===== config.mk =====
export PLATFORM = sky130hd
export DESIGN_NAME = song_reader
export DESIGN_NICKNAME = d
export VERILOG_FILES = /design/src/rtl/song_reader.sv
export SDC_FILE = /design/constraint.sdc
export NUM_CORES = 1
export LEC_CHECK = 0
export BUFFER_PORTS_ARGS = -buffer_cell sky130_fd_sc_hd__buf_2
export CORE_MARGIN = 4
export CORE_UTILIZATION = 38
export CTS_BUF_LIST = sky130_fd_sc_hd__clkbuf_2
export DETAILED_ROUTE_END_ITERATION = 10
export RECOVER_POWER = 25
export SLEW_MARGIN = 15
export SYNTH_ARGS = -nofsm -noshare
export SYNTH_HDL_FRONTEND = slang
export SYNTH_SLANG_ARGS = --single-unit

===== constraint.sdc =====
create_clock -name clk -period 2.43 [get_ports clk]
set_clock_uncertainty 0.15 [all_clocks]
set_input_delay 0.3645 -clock clk [delete_from_list [all_inputs] [get_ports clk]]
set_output_delay 0.3645 -clock clk [all_outputs]
set_load 0.02 [all_outputs]

===== src/rtl/song_reader.sv =====
// Song reader: walks the selected song's {note, duration} table in a synchronous
// ROM and hands each entry to the note player through a new_note/note_done handshake.
module song_reader #(
    parameter int SONG_BITS  = 2,
    parameter int INDEX_BITS = 5,
    parameter int NOTE_BITS  = 6,
    parameter int DUR_BITS   = 6
) (
    input  logic                            clk,
    input  logic                            reset,
    input  logic                            play,
    input  logic                            reset_play,
    input  logic [SONG_BITS-1:0]            song,
    input  logic                            note_done,
    output logic [SONG_BITS+INDEX_BITS-1:0] rom_addr,
    input  logic [NOTE_BITS+DUR_BITS-1:0]   rom_data,
    output logic [NOTE_BITS-1:0]            note,
    output logic [DUR_BITS-1:0]             duration,
    output logic                            new_note,
    output logic                            song_done
);

    typedef enum logic [2:0] {
        IDLE,
        FETCH,
        LATCH,
        ISSUE,
        WAIT_NOTE,
        ADVANCE,
        DONE
    } state_t;

    state_t                state;
    state_t                state_next;
    logic [INDEX_BITS-1:0] index;
    logic [INDEX_BITS-1:0] index_next;
    logic [NOTE_BITS-1:0]  note_next;
    logic [DUR_BITS-1:0]   duration_next;
    logic                  new_note_next;
    logic                  song_done_next;
    logic [NOTE_BITS-1:0]  rom_note;
    logic [DUR_BITS-1:0]   rom_dur;

    assign rom_addr = {song, index};
    assign rom_note = rom_data[NOTE_BITS+DUR_BITS-1:DUR_BITS];
    assign rom_dur  = rom_data[DUR_BITS-1:0];

    always_ff @(posedge clk or posedge reset) begin
        if (reset) begin
            state     <= IDLE;
            index     <= '0;
            note      <= '0;
            duration  <= '0;
            new_note  <= 1'b0;
            song_done <= 1'b0;
        end else begin
            state     <= state_next;
            index     <= index_next;
            note      <= note_next;
            duration  <= duration_next;
            new_note  <= new_note_next;
            song_done <= song_done_next;
        end
    end

    always_comb begin
        state_next     = state;
        index_next     = index;
        note_next      = note;
        duration_next  = duration;
        new_note_next  = 1'b0;
        song_done_next = 1'b0;

        if (reset_play) begin
            state_next = IDLE;
            index_next = '0;
        end else begin
            unique case (state)
                IDLE: begin
                    if (play) state_next = FETCH;
                end
                FETCH: begin
                    if (play) state_next = LATCH;
                end
                LATCH: begin
                    // A zero-duration entry terminates the song without replacing the held note.
                    if (rom_dur == '0) begin
                        state_next = DONE;
                    end else begin
                        note_next     = rom_note;
                        duration_next = rom_dur;
                        if (play) state_next = ISSUE;
                    end
                end
                ISSUE: begin
                    if (play) begin
                        new_note_next = 1'b1;
                        state_next    = WAIT_NOTE;
                    end
                end
                WAIT_NOTE: begin
                    // new_note is registered, so its pulse lands in the first WAIT_NOTE cycle;
                    // a note_done coincident with it belongs to no started note and is dropped.
                    if (note_done && !new_note) state_next = ADVANCE;
                end
                ADVANCE: begin
                    if (index == '1) begin
                        state_next = DONE;
                    end else begin
                        index_next = index + 1'b1;
                        state_next = FETCH;
                    end
                end
                DONE: begin
                    index_next = '0;
                    state_next = IDLE;
                end
                default: begin
                    state_next = IDLE;
                end
            endcase
            song_done_next = (state_next == DONE);
        end
    end

endmodule


==> impl_metrics.yaml <==
global_routing:
  grt_pass1_wl_mm: 3.99
  grt_pass1_vias: 868
  met3_usage: 0.0306
  grt.busiest_layer: "met2"
  grtUsageMet2: 0.201
  met1_usage: 0.161
  grt_max_degree: 23
  grt_usage: 0.126
  antenna_found_initial: 0
  grt-ovfl-total: 0
floorplanning:
  num_io_pins: 40
  coreArea_um2: 2810
  rows: 19
  dieArea_um2: 3920
  die-width_um: 62.6
  die_y_um: 62.6
  start_util: 0.404
detailed_routing:
  wl_per_cell_um: 14.1
  wirelength_mm: 2.15
  via_count: 798
  postRouteAntennaNets: 0
  first_pass_iters: 4
  vias_per_cell: 5.22
  drc_errors: 0
  first_iter_violations: 14
logic_synthesis:
  ys_ff_latch: 22
  syn_area_um2: 1130
  netlist-cell-type-count: 36
  yosysWarnings: 0
  syn_avg_cell_area_um2: 12.6
  synth_area_leader_cell: "dfrtp_1"
  syn_nets: 111
  synth_cells: 90
  async_flop_share: 1.00
  synthTopCellsByArea: "dfrtp_1 49%, mux2_4 12%, mux2_1 3.0%"
  synth_top_area_frac: 0.486
  ys_seq_area_frac: 0.486
  synth_edf_count: 0
  synth_ff_type: "dfrtp_1"
critical_path:
  worst_ep_required_time_ps: 2540
  ff2ff_path_depth: 6
  crit_fanout: 6
  setup.worst_path.start_class: "flip-flop"
  crit_arrival_ps: 2200
  r2r_slack_ps: 330
  r2r_start: "index[0]"
  path_class: "reg -> reg"
  worstSetupEndpointType: "flip-flop"
  r2r_end: "index[3]"
power_and_ir_drop:
  ir_worst_vdd_uv: 240
  powerDensity_nw_per_um2: 839
  p_leak_nw: 0.637
clock_tree:
  insertion_delay_ps: 310
  postCtsSetupRepairBufs: 0
  cts_num_sinks: 22
  htreeDepth: 1
  ctsResizeCount: 0
  hold_buffers: 0
  clock_path_buffers: 2
  numCtsBuffers: 3
  clk_pin_slew_worst_paths_ps: 180
  tritoncts: "yes"
  cts-root-buf: "clkbuf_2"
finish:
  finalInstanceArea_um2: 1320
  n_antenna_cell: 0
  utilization: 0.470
  layout_common_cells: "35 x buf_2, 22 x dfrtp_1, 9 x mux2_4"
  nets: 145
  mostFrequentLayoutCell: "buf_2"
  area_growth_syn_to_layout_pct: 16.3
  drive_above_1_share: 0.434
placement:
  dpl-instance-area_um2: 1300
  dp_hpwl_mm: 1.61
  gp_congestion: 0.723
  numPortBuffers: 35
sta:
  period_share: 0.862
  fmax_mhz: 477
  tightest_slew_ps: 817
  tns_ps: 0
  hold_viol_final: 0
  fin_crit_ps: 2100
  rsz0062_at_grt: "no"
  setup-violations-final: 0
  maxSlewViolCount: 0
  relSlewSlack: 0.454
  holdWs_ps: 19.8
outcome:
  status: "complete, no violations"
worst_hold_path:
  hp-class: "in -> async"
run:
  cap_violations: 0
==> power breakdown <==
| group | switching (mW) | internal (mW) |
|---|---|---|
| Combinational | 0.233 | 0.209 |
| Sequential | 0.0615 | 0.469 |
| Clock | 0.100 | 0.0337 |
| Total | 0.394 | 0.712 |
==> critical path: stages (launching register included) <==
cell and delay (ps):
dfrtp_1 450, ha_1 220, and3_1 180, ha_1 210
nand4bb_1 290, or3_1 400, a21oi_1 140
==> cell usage after synthesis, drive strengths merged, types with 2 or more instances <==
cell type	instances
inv	3
nor2	4
nand3	2
nor2b	2
mux2	13
a2111oi	2
o21ai	2
a21oi	5
dfrtp	22
nand2b	2
a221oi	2
nand2	5
or3	3
ha	2
buf	6
==> worst max path at each step <==
| stage | depth (start not counted) | startpoint | endpoint |
|---|---|---|---|
| floorplan | 6 | index[0] | index[3] |
| global placement | 6 | index[0] | index[3] |
| detailed placement | 6 | index[0] | index[3] |
| CTS | 6 | index[0] | index[3] |
| global route | 6 | index[0] | index[2] |
| finish | 6 | index[0] | index[3] |
==> metal layers <==
layer / part of all wire / vias up
met5: 0 / -
met4: 0.017 / 0
met3: 0.073 / 4
met2: 0.45 / 28
met1: 0.46 / 379
li1: - / 387
==> through the flow <==
stage / setup WS [ps] / instances / total power, mW
floorplan: 398 / 90 / 0.845
global placement: 414 / 150 / 0.979
detailed placement: 364 / 150 / 0.987
CTS: 323 / 153 / 1.13
global route: 152 / 153 / 1.18
finish: 335 / 153 / 1.11
==> registers in the layout (all words and copies together), names as in the netlist <==
signal / cells
duration: 6
note: 6
index: 5
state: 3
new_note: 1
song_done: 1
==> logic make-up (layout without fill, tap and decap cells) <==
family | Yosys count | in the layout | synth area share
AOI/OAI and AO/OA | 15 | 15 | 0.109
xor gates and xnor gates | 1 | 1 | 0.00773
adders and majority gates | 2 | 2 | 0.0221
buffers and inverters | 10 | 42 | 0.0552
DFF | 22 | 22 | 0.486
muxes | 13 | 13 | 0.159
and+or+nand+nor | 27 | 27 | 0.161
==> cell type report <==
| type | instances | area (µm²) |
|---|---|---|
| fillers | 273 | 1490 |
| flip-flops and latches | 22 | 551 |
| multi-input cells | 58 | 520 |
| repair buffers | 36 | 183 |
| well taps | 31 | 38.8 |
| clock buffers | 3 | 15.0 |
| inverters | 3 | 11.3 |
Note: power is estimated with default switching activity, not from simulation.
